File: config.mk
export PLATFORM = sky130hd
export DESIGN_NAME = eth_phy_rx_lane_lock_flat
export DESIGN_NICKNAME = d
export VERILOG_FILES = /design/src/rtl/eth_phy_rx_lane_lock_pkg.sv /design/src/rtl/eth_phy_rx_lane_lock_if.sv /design/src/rtl/eth_phy_rx_lane_lock_lane.sv /design/src/rtl/eth_phy_rx_lane_lock.sv /design/src/flat_wrapper.sv
export SDC_FILE = /design/constraint.sdc
export NUM_CORES = 1
export LEC_CHECK = 0
export BUFFER_PORTS_ARGS = -buffer_cell sky130_fd_sc_hd__buf_2
export CAP_MARGIN = 10
export CORE_MARGIN = 8
export CORE_UTILIZATION = 55
export CTS_BUF_LIST = sky130_fd_sc_hd__clkbuf_8
export DETAILED_ROUTE_END_ITERATION = 16
export GPL_ROUTABILITY_DRIVEN = 0
export MAX_ROUTING_LAYER = met4
export PLACE_DENSITY_LB_ADDON = 0.25
export SYNTH_ARGS = -nofsm -noshare
export SYNTH_HDL_FRONTEND = slang
export SYNTH_SLANG_ARGS = --single-unit
File: constraint.sdc
create_clock -name clk -period 6.9 [get_ports clk]
set_input_delay 1.035 -clock clk [delete_from_list [all_inputs] [get_ports clk]]
set_output_delay 1.035 -clock clk [all_outputs]
set_load 0.01 [all_outputs]
File: src/rtl/eth_phy_rx_lane_lock_pkg.sv
// Shared definitions for the multi-lane 64b/66b RX block-lock monitor.
//   SYNC_DATA / SYNC_CTRL : the only two legal 66b sync headers
//   lane_state_t          : per-lane block-lock FSM encoding
package eth_phy_pkg;

  localparam logic [1:0] SYNC_DATA = 2'b10;
  localparam logic [1:0] SYNC_CTRL = 2'b01;

  typedef enum logic [1:0] {
    ST_HUNT   = 2'd0,
    ST_LOCKED = 2'd1,
    ST_SLIP   = 2'd2,
    ST_HOLD   = 2'd3
  } lane_state_t;

endpackage

File: src/rtl/eth_phy_rx_lane_lock_if.sv
// SERDES gearbox <-> lane-lock monitor bundle.
//   serdes_rx_hdr       : sync headers, lane i at [i*HDR_WIDTH +: HDR_WIDTH]
//   serdes_rx_hdr_valid : per-lane header qualifier
//   serdes_rx_bitslip   : per-lane bitslip request back to the SERDES
//   serdes_rx_reset_req : per-lane one-cycle SERDES reset request
// master = gearbox/SERDES side, slave = lane-lock monitor.
interface eth_phy_rx_lane_lock_if #(
  parameter int LANES     = 4,
  parameter int HDR_WIDTH = 2
);
  logic [LANES*HDR_WIDTH-1:0] serdes_rx_hdr;
  logic [LANES-1:0]           serdes_rx_hdr_valid;
  logic [LANES-1:0]           serdes_rx_bitslip;
  logic [LANES-1:0]           serdes_rx_reset_req;

  modport master (
    output serdes_rx_hdr, serdes_rx_hdr_valid,
    input  serdes_rx_bitslip, serdes_rx_reset_req
  );

  modport slave (
    input  serdes_rx_hdr, serdes_rx_hdr_valid,
    output serdes_rx_bitslip, serdes_rx_reset_req
  );
endinterface

File: src/rtl/eth_phy_rx_lane_lock_lane.sv
// One 66b lane: block-lock FSM with bitslip sequencing, slip budget with
// SERDES reset request, and high-BER detection against a shared window.
//   clk, rst   : clock, async active-high reset
//   enable     : lane participates; when low the lane is held idle
//   hdr_valid  : qualifier for hdr
//   hdr        : sync header
//   win_wrap   : last cycle of the shared BER window
//   bitslip    : bitslip request (combinational from state)
//   reset_req  : one-cycle SERDES reset request
//   block_lock : registered block lock
//   high_ber   : registered high-BER flag
module eth_phy_rx_lane_lock_lane
  import eth_phy_pkg::*;
#(
  parameter int HDR_WIDTH           = 2,
  parameter int BITSLIP_HIGH_CYCLES = 1,
  parameter int BITSLIP_LOW_CYCLES  = 8,
  parameter int BER_THRESHOLD       = 16,
  parameter int LOCK_VALID_COUNT    = 64,
  parameter int LOCK_INVALID_MAX    = 16,
  parameter int MAX_SLIPS           = 132
) (
  input  logic                 clk,
  input  logic                 rst,
  input  logic                 enable,
  input  logic                 hdr_valid,
  input  logic [HDR_WIDTH-1:0] hdr,
  input  logic                 win_wrap,
  output logic                 bitslip,
  output logic                 reset_req,
  output logic                 block_lock,
  output logic                 high_ber
);

  localparam int SH_W    = $clog2(LOCK_VALID_COUNT + 1);
  localparam int INV_W   = $clog2(LOCK_INVALID_MAX + 1);
  localparam int SLIP_W  = $clog2(MAX_SLIPS + 1);
  localparam int BER_W   = $clog2(BER_THRESHOLD + 1);
  localparam int TMR_MAX = (BITSLIP_HIGH_CYCLES > BITSLIP_LOW_CYCLES) ?
                           BITSLIP_HIGH_CYCLES : BITSLIP_LOW_CYCLES;
  localparam int TMR_W   = $clog2(TMR_MAX + 1);

  lane_state_t       state, state_next;
  logic [SH_W-1:0]   sh_cnt;
  logic [INV_W-1:0]  inv_cnt;
  logic [SLIP_W-1:0] slip_cnt;
  logic [TMR_W-1:0]  tmr;
  logic [BER_W-1:0]  ber_cnt;

  logic hdr_ok, eval, bad, win_done, inv_limit, slip_start, lock_gain;

  // Headers only count while hunting or locked; SLIP/HOLD ignore them.
  always_comb begin
    hdr_ok     = (hdr == HDR_WIDTH'(SYNC_DATA)) || (hdr == HDR_WIDTH'(SYNC_CTRL));
    eval       = hdr_valid && ((state == ST_HUNT) || (state == ST_LOCKED));
    bad        = eval && !hdr_ok;
    win_done   = eval && (sh_cnt == SH_W'(LOCK_VALID_COUNT - 1));
    inv_limit  = bad && (inv_cnt == INV_W'(LOCK_INVALID_MAX - 1));
    // Reaching the invalid limit wins over completing the window.
    slip_start = ((state == ST_HUNT) && bad) || ((state == ST_LOCKED) && inv_limit);
    lock_gain  = (state == ST_HUNT) && win_done && !bad && (inv_cnt == '0);
  end

  always_ff @(posedge clk or posedge rst) begin
    if (rst) state <= ST_HUNT;
    else     state <= state_next;
  end

  always_comb begin
    state_next = state;
    if (!enable) begin
      state_next = ST_HUNT;
    end else begin
      case (state)
        ST_HUNT:   if (bad) state_next = ST_SLIP;
                   else if (lock_gain) state_next = ST_LOCKED;
        ST_LOCKED: if (inv_limit) state_next = ST_SLIP;
        ST_SLIP:   if (tmr == TMR_W'(BITSLIP_HIGH_CYCLES - 1)) state_next = ST_HOLD;
        ST_HOLD:   if (tmr == TMR_W'(BITSLIP_LOW_CYCLES - 1)) state_next = ST_HUNT;
        default:   state_next = ST_HUNT;
      endcase
    end
  end

  // Bitslip follows the state directly so reset drops it asynchronously.
  always_comb begin
    bitslip = (state == ST_SLIP);
  end

  always_ff @(posedge clk or posedge rst) begin
    if (rst) begin
      sh_cnt     <= '0;
      inv_cnt    <= '0;
      slip_cnt   <= '0;
      tmr        <= '0;
      ber_cnt    <= '0;
      block_lock <= 1'b0;
      high_ber   <= 1'b0;
      reset_req  <= 1'b0;
    end else if (!enable) begin
      sh_cnt     <= '0;
      inv_cnt    <= '0;
      slip_cnt   <= '0;
      tmr        <= '0;
      ber_cnt    <= '0;
      block_lock <= 1'b0;
      high_ber   <= 1'b0;
      reset_req  <= 1'b0;
    end else begin
      if (slip_start || win_done) begin
        sh_cnt  <= '0;
        inv_cnt <= '0;
      end else if (eval) begin
        sh_cnt  <= sh_cnt + SH_W'(1);
        inv_cnt <= inv_cnt + INV_W'(bad);
      end

      // Timer measures time spent in SLIP and then HOLD.
      if (((state == ST_SLIP) || (state == ST_HOLD)) && (state_next == state))
        tmr <= tmr + TMR_W'(1);
      else
        tmr <= '0;

      if (lock_gain)       block_lock <= 1'b1;
      else if (slip_start) block_lock <= 1'b0;

      // Budget exhausted: request a SERDES reset but still perform the slip.
      reset_req <= 1'b0;
      if (lock_gain) begin
        slip_cnt <= '0;
      end else if (slip_start) begin
        if (slip_cnt == SLIP_W'(MAX_SLIPS - 1)) begin
          slip_cnt  <= '0;
          reset_req <= 1'b1;
        end else begin
          slip_cnt <= slip_cnt + SLIP_W'(1);
        end
      end

      // An invalid header on the wrap cycle belongs to the new window.
      if ((state != ST_LOCKED) || slip_start) begin
        ber_cnt  <= '0;
        high_ber <= 1'b0;
      end else if (win_wrap) begin
        high_ber <= (ber_cnt >= BER_W'(BER_THRESHOLD));
        ber_cnt  <= bad ? BER_W'(1) : '0;
      end else begin
        if (bad && (ber_cnt != BER_W'(BER_THRESHOLD))) ber_cnt <= ber_cnt + BER_W'(1);
        if (ber_cnt >= BER_W'(BER_THRESHOLD)) high_ber <= 1'b1;
      end
    end
  end

endmodule

File: src/rtl/eth_phy_rx_lane_lock.sv
// Multi-lane 64b/66b RX sync-header monitor top.
//   clk, rst          : clock, async active-high reset
//   serdes            : gearbox bundle (headers in, bitslip/reset requests out)
//   cfg_lane_enable   : per-lane participation
//   rx_block_lock     : per-lane block lock
//   rx_high_ber       : per-lane high BER
//   rx_block_lock_all : all enabled lanes locked (registered)
//   rx_high_ber_any   : any enabled lane high BER (registered)
//   rx_status         : overall link good (registered)
module eth_phy_rx_lane_lock
  import eth_phy_pkg::*;
#(
  parameter int LANES               = 4,
  parameter int HDR_WIDTH           = 2,
  parameter int BITSLIP_HIGH_CYCLES = 1,
  parameter int BITSLIP_LOW_CYCLES  = 8,
  parameter int COUNT_125US         = 19531,
  parameter int BER_THRESHOLD       = 16,
  parameter int LOCK_VALID_COUNT    = 64,
  parameter int LOCK_INVALID_MAX    = 16,
  parameter int MAX_SLIPS           = 132
) (
  input  logic                        clk,
  input  logic                        rst,
  eth_phy_rx_lane_lock_if.slave       serdes,
  input  logic [LANES-1:0]            cfg_lane_enable,
  output logic [LANES-1:0]            rx_block_lock,
  output logic [LANES-1:0]            rx_high_ber,
  output logic                        rx_block_lock_all,
  output logic                        rx_high_ber_any,
  output logic                        rx_status
);

  localparam int WIN_W = $clog2(COUNT_125US + 1);

  logic [WIN_W-1:0] win_cnt;
  logic             win_wrap;
  logic [LANES-1:0] bitslip_w, reset_req_w;
  logic             lock_all_d, ber_any_d;

  assign win_wrap = (win_cnt == WIN_W'(COUNT_125US - 1));

  always_ff @(posedge clk or posedge rst) begin
    if (rst)           win_cnt <= '0;
    else if (win_wrap) win_cnt <= '0;
    else               win_cnt <= win_cnt + WIN_W'(1);
  end

  for (genvar i = 0; i < LANES; i++) begin : g_lane
    eth_phy_rx_lane_lock_lane #(
      .HDR_WIDTH           (HDR_WIDTH),
      .BITSLIP_HIGH_CYCLES (BITSLIP_HIGH_CYCLES),
      .BITSLIP_LOW_CYCLES  (BITSLIP_LOW_CYCLES),
      .BER_THRESHOLD       (BER_THRESHOLD),
      .LOCK_VALID_COUNT    (LOCK_VALID_COUNT),
      .LOCK_INVALID_MAX    (LOCK_INVALID_MAX),
      .MAX_SLIPS           (MAX_SLIPS)
    ) u_lane (
      .clk        (clk),
      .rst        (rst),
      .enable     (cfg_lane_enable[i]),
      .hdr_valid  (serdes.serdes_rx_hdr_valid[i]),
      .hdr        (serdes.serdes_rx_hdr[i*HDR_WIDTH +: HDR_WIDTH]),
      .win_wrap   (win_wrap),
      .bitslip    (bitslip_w[i]),
      .reset_req  (reset_req_w[i]),
      .block_lock (rx_block_lock[i]),
      .high_ber   (rx_high_ber[i])
    );
  end

  assign serdes.serdes_rx_bitslip   = bitslip_w;
  assign serdes.serdes_rx_reset_req = reset_req_w;

  // Disabled lanes count as locked and never as high BER.
  always_comb begin
    lock_all_d = &(rx_block_lock | ~cfg_lane_enable);
    ber_any_d  = |(rx_high_ber & cfg_lane_enable);
  end

  always_ff @(posedge clk or posedge rst) begin
    if (rst) begin
      rx_block_lock_all <= 1'b0;
      rx_high_ber_any   <= 1'b0;
      rx_status         <= 1'b0;
    end else begin
      rx_block_lock_all <= lock_all_d;
      rx_high_ber_any   <= ber_any_d;
      rx_status         <= lock_all_d & ~ber_any_d & (cfg_lane_enable != '0);
    end
  end

endmodule
File: src/flat_wrapper.sv
// flat-port wrapper written by rule: the top's interface ports become plain ports
module eth_phy_rx_lane_lock_flat import eth_phy_pkg::*;
#(
  parameter int LANES               = 4,
  parameter int HDR_WIDTH           = 2,
  parameter int BITSLIP_HIGH_CYCLES = 1,
  parameter int BITSLIP_LOW_CYCLES  = 8,
  parameter int COUNT_125US         = 19531,
  parameter int BER_THRESHOLD       = 16,
  parameter int LOCK_VALID_COUNT    = 64,
  parameter int LOCK_INVALID_MAX    = 16,
  parameter int MAX_SLIPS           = 132
)
  (clk, rst, cfg_lane_enable, rx_block_lock, rx_high_ber, rx_block_lock_all, rx_high_ber_any, rx_status, serdes_serdes_rx_hdr, serdes_serdes_rx_hdr_valid, serdes_serdes_rx_bitslip, serdes_serdes_rx_reset_req);
  eth_phy_rx_lane_lock_if #(.LANES(LANES), .HDR_WIDTH(HDR_WIDTH)) serdes_i ();
  input  logic clk;
  input  logic rst;
  input  logic [LANES-1:0] cfg_lane_enable;
  output logic [LANES-1:0] rx_block_lock;
  output logic [LANES-1:0] rx_high_ber;
  output logic rx_block_lock_all;
  output logic rx_high_ber_any;
  output logic rx_status;
  input wire logic [$bits(serdes_i.serdes_rx_hdr)-1:0] serdes_serdes_rx_hdr;
  input wire logic [$bits(serdes_i.serdes_rx_hdr_valid)-1:0] serdes_serdes_rx_hdr_valid;
  output wire logic [$bits(serdes_i.serdes_rx_bitslip)-1:0] serdes_serdes_rx_bitslip;
  output wire logic [$bits(serdes_i.serdes_rx_reset_req)-1:0] serdes_serdes_rx_reset_req;
  assign serdes_i.serdes_rx_hdr = serdes_serdes_rx_hdr;
  assign serdes_i.serdes_rx_hdr_valid = serdes_serdes_rx_hdr_valid;
  assign serdes_serdes_rx_bitslip = serdes_i.serdes_rx_bitslip;
  assign serdes_serdes_rx_reset_req = serdes_i.serdes_rx_reset_req;
  eth_phy_rx_lane_lock #(.LANES(LANES), .HDR_WIDTH(HDR_WIDTH), .BITSLIP_HIGH_CYCLES(BITSLIP_HIGH_CYCLES), .BITSLIP_LOW_CYCLES(BITSLIP_LOW_CYCLES), .COUNT_125US(COUNT_125US), .BER_THRESHOLD(BER_THRESHOLD), .LOCK_VALID_COUNT(LOCK_VALID_COUNT), .LOCK_INVALID_MAX(LOCK_INVALID_MAX), .MAX_SLIPS(MAX_SLIPS)) u_core (.clk(clk), .rst(rst), .serdes(serdes_i), .cfg_lane_enable(cfg_lane_enable), .rx_block_lock(rx_block_lock), .rx_high_ber(rx_high_ber), .rx_block_lock_all(rx_block_lock_all), .rx_high_ber_any(rx_high_ber_any), .rx_status(rx_status));
endmodule
==> summary.txt <==
Synthesis
  – Synth warnings: 0
  – Cells after Synth: 848
  – Post-Synthesis Net Count: 900
  – Synth top area cells: dfrtp_1 (47%), xor2_1 (5.5%), ha_1 (5.2%), nor2_1 (5.2%), nand4_1 (3.5%)
  – Yosys cell types: 67
  – Cell area after synthesis: 8148 um2
  – Seq/Total Area, Yosys: 0.4730
  – Main synth FF type: dfrtp_1
  – Yosys reg bits: 154
  – Top cell type by total area after synthesis: dfrtp_1
  – Top-area cell type share of the netlist area: 0.4730
  – Post-synth ARST share: 1.000
  – Syn_area_per_cell: 9.608 um2
  – Number of flops mapped to enable cells by yosys: 0

Clocking
  – CTS tree: built
  – PostCTS Resize Cnt: 0
  – Sink Count: 154
  – Clock tree buffer depth: 2
  – CTS Root Cell: clkbuf_8
  – Post-CTS Setup Bufs: 0
  – Htree depth: 4
  – Worst skew pair latency: 0.45 ns
  – CTS Buf Count: 17
  – Clk slew on worst S/H paths: 0.08 ns
  – Post-CTS Hold Buffers: 0

Global route
  – Initial antenna violation count: 0
  – First-pass GRT wire length: 29.14 mm
  – GR peak layer: met2
  – GRT Total Usage: 0.1939
  – Vias in the first global route: 6345
  – Met2 GRT Util: 0.3175
  – Grt total ovfl: 0
  – Grt met3 use: 0.04085
  – Met1 usage: 0.2373
  – Largest net degree at the start of global routing: 79

Cells and area
  – Seq. cell area: 3854 um2
  – Fill count: 1191
  – Inserted Diodes: 0
  – Area Overhead vs Synth: 7.617%
  – Fraction of layout cells with a size suffix above 1: 0.09297
  – Multi-input logic area: 3936 um2
  – Commonest non-fill, non-tap cells in the layout: dfrtp_1 (154), nor2_1 (113), nand2_1 (71), xor2_1 (51), nand4_1 (46)
  – Commonest non-fill, non-tap cell in the layout: dfrtp_1
  – Final net count: 921

STA
  – Setup TNS Final: 0 ns
  – Slew margin rel.: 0.3679
  – Fin crit share: 0.3951
  – Clock Skew: 0.01144 ns
  – Number of setup violations in the final report: 0
  – Final Hold Violating Endpoints: 0
  – Worst slew pin tran: 0.9482 ns
  – Final slew viol count: 0
  – Fin crit period: 2.726 ns
  – RSZ-0062 raised after global routing: no
  – Fmax: 366.8 MHz

Worst setup path
  – R2R cell count: 8
  – CP Class: in -> reg
  – Worst setup EP type: register
  – CP max FO: 14
  – Crit Reg-Reg Endpoint: u_core.g_lane[1].u_lane.inv_cnt[4]$_DFFE_PP0P_
  – CP peak stage delay: 0.76 ns
  – Worst Path Required: 7.27 ns
  – Top cell by count, worst path: ha_1
  – Setup slack, reg-to-reg: 4.21 ns
  – Critical-path top delay cell: nor2_1
  – CP Launch Type: input port
  – RR Startpoint: u_core.g_lane[1].u_lane.state[1]$_DFF_PP0_
  – Arrival time at the worst endpoint: 3.10 ns
  – Critical-path cell list: buf_2 > nand2b_1 > nor2_1 > ha_1 > ha_1 > nand3_1 > nor3_1 > a21oi_1 > o2bb2ai_1

Floorplan
  – Overall die area: 18970 um2
  – Row count: 44
  – Die Span Y: 137.7 um
  – Core region area: 14480 um2
  – IO Pins: 37
  – Initial core utilization: 0.5627
  – Die width: 137.7 um

Drt
  – DRT Pass-1 Iters: 6
  – Post-route antenna net violation count: 0
  – DR vias: 6266
  – First DRT Iteration DRCs: 403
  – Drt total wl: 16.76 mm
  – Drt wl/cell: 15.72 um
  – DRC: 0
  – Routed vias/inst: 5.878

Power
  – Total power: 1.768 mW
  – Pleak: 3.985 nW
  – Peak VDD IR: 0.1469 mV
  – PwrDens: 201.7 nW/um2

Status
  – Status: finished clean

Worst hold path
  – Worst hold endpoint: u_core.g_lane[3].u_lane.tmr[0]$_DFF_PP0_
  – Min-delay src: u_core.g_lane[3].u_lane.tmr[0]$_DFF_PP0_
  – Worst hold stages: 1
  – Hold Crit Class: reg -> reg

Job
  – Maxcap violations: 0

Place
  – IO Port Bufs: 36
  – DP HPWL: 11.77 mm
cell type report:
cell class | instances | share of cell area
clock inverters | 10 | 0.01127
well taps | 184 | 0.02626
repair buffers | 38 | 0.02226
inverters | 39 | 0.01727
flip-flops and latches | 154 | 0.4395
multi-input cells | 619 | 0.4489
clock buffers | 22 | 0.03453
cell families (layout without fill, tap and decap cells):
group | count (synthesis) | in the layout | synth area share
XOR/XNOR | 75 | 75 | 0.08062
multiplexers | 11 | 11 | 0.01367
adder cells (fa/ha/maj) | 34 | 34 | 0.05221
AND/OR/NAND/NOR | 379 | 379 | 0.2377
flip-flops | 154 | 154 | 0.4730
buffers and inverters | 75 | 109 | 0.04392
AO/OA/AOI/OAI | 120 | 120 | 0.09890
metal layers:
metal / up-vias / wire [um]
met5: - / 0
met4: 0 / 193
met3: 17 / 607
met2: 111 / 8239
met1: 3119 / 7718
li1: 3019 / -
Yosys cell counts, drive strengths merged, types with 4 or more instances:
| cell | number |
|---|---|
| a211oi | 5 |
| a21o | 4 |
| a21oi | 38 |
| a22o | 5 |
| a31oi | 4 |
| and2 | 9 |
| and3 | 14 |
| and4 | 4 |
| buf | 24 |
| clkbuf | 12 |
| dfrtp | 154 |
| ha | 34 |
| inv | 39 |
| mux2i | 10 |
| nand2 | 71 |
| nand2b | 9 |
| nand3 | 40 |
| nand3b | 7 |
| nand4 | 46 |
| nand4b | 7 |
| nor2 | 115 |
| nor2b | 7 |
| nor3 | 19 |
| nor4 | 10 |
| o211ai | 4 |
| o21ai | 28 |
| or3 | 9 |
| xnor2 | 24 |
| xor2 | 51 |
worst max-delay path, delay by kind of cell:
kind	cells	cell delay, ns
AO/OA/AOI/OAI	2	0.21
buffers and inverters	1	0.09
adder cells (fa/ha/maj)	2	0.47
AND/OR/NAND/NOR	4	1.28
metrics by stage:
stage | hold WS, ns | setup slack (ns) | cells | utilization | cell area (um2)
final | 0.4943 | 4.174 | 1066 | 0.6056 | 8768
after global routing | 0.5147 | 4.031 | 1066 | 0.6056 | 8768
after CTS | 0.4933 | 4.258 | 1066 | 0.6056 | 8768
after detailed placement | 0.4735 | 3.763 | 1034 | 0.5779 | 8367
after global placement | 0.4700 | 3.868 | 1034 | 0.5779 | 8367
after floorplan | 0.4514 | 1.715 | 848 | - | 8148
sequential cells by signal (all words and copies together) (netlist names):
name,cells
u_core.rx_high_ber_any,1
u_core.g_lane.u_lane.state,8
u_core.g_lane.u_lane.ber_cnt,20
u_core.g_lane.u_lane.inv_cnt,20
u_core.g_lane.u_lane.high_ber,4
u_core.rx_status,1
u_core.g_lane.u_lane.block_lock,4
u_core.g_lane.u_lane.reset_req,4
u_core.g_lane.u_lane.tmr,16
u_core.rx_block_lock_all,1
u_core.g_lane.u_lane.sh_cnt,28
u_core.win_cnt,15
u_core.g_lane.u_lane.slip_cnt,32
power by group:
group,internal (mW),total (mW),switching (mW),leakage (nW)
Clock,0.364,0.685,0.322,0.218
Combinational,0.0440,0.145,0.101,1.64
Sequential,0.917,0.938,0.0215,2.12
worst max-delay path by stage:
stage / start / end / slack [ns] / cells past startpoint
3_5_place_dp: serdes_serdes_rx_hdr_valid[1] / u_core.g_lane[1].u_lane.sh_cnt[5]$_DFFE_PP0P_ / 3.76 / 6
2_1_floorplan: rst / u_core.g_lane[0].u_lane.ber_cnt[0]$_DFFE_PP0P_ / 1.72 / 1
6_report: serdes_serdes_rx_hdr_valid[1] / u_core.g_lane[1].u_lane.inv_cnt[4]$_DFFE_PP0P_ / 4.17 / 9
5_1_grt: u_core.g_lane[1].u_lane.state[1]$_DFF_PP0_ / u_core.g_lane[1].u_lane.inv_cnt[4]$_DFFE_PP0P_ / 4.03 / 8
4_1_cts: serdes_serdes_rx_hdr_valid[1] / u_core.g_lane[1].u_lane.sh_cnt[5]$_DFFE_PP0P_ / 4.26 / 6
3_3_place_gp: serdes_serdes_rx_hdr_valid[1] / u_core.g_lane[1].u_lane.sh_cnt[5]$_DFFE_PP0P_ / 3.87 / 6
Power figures use the tool's default switching activity.
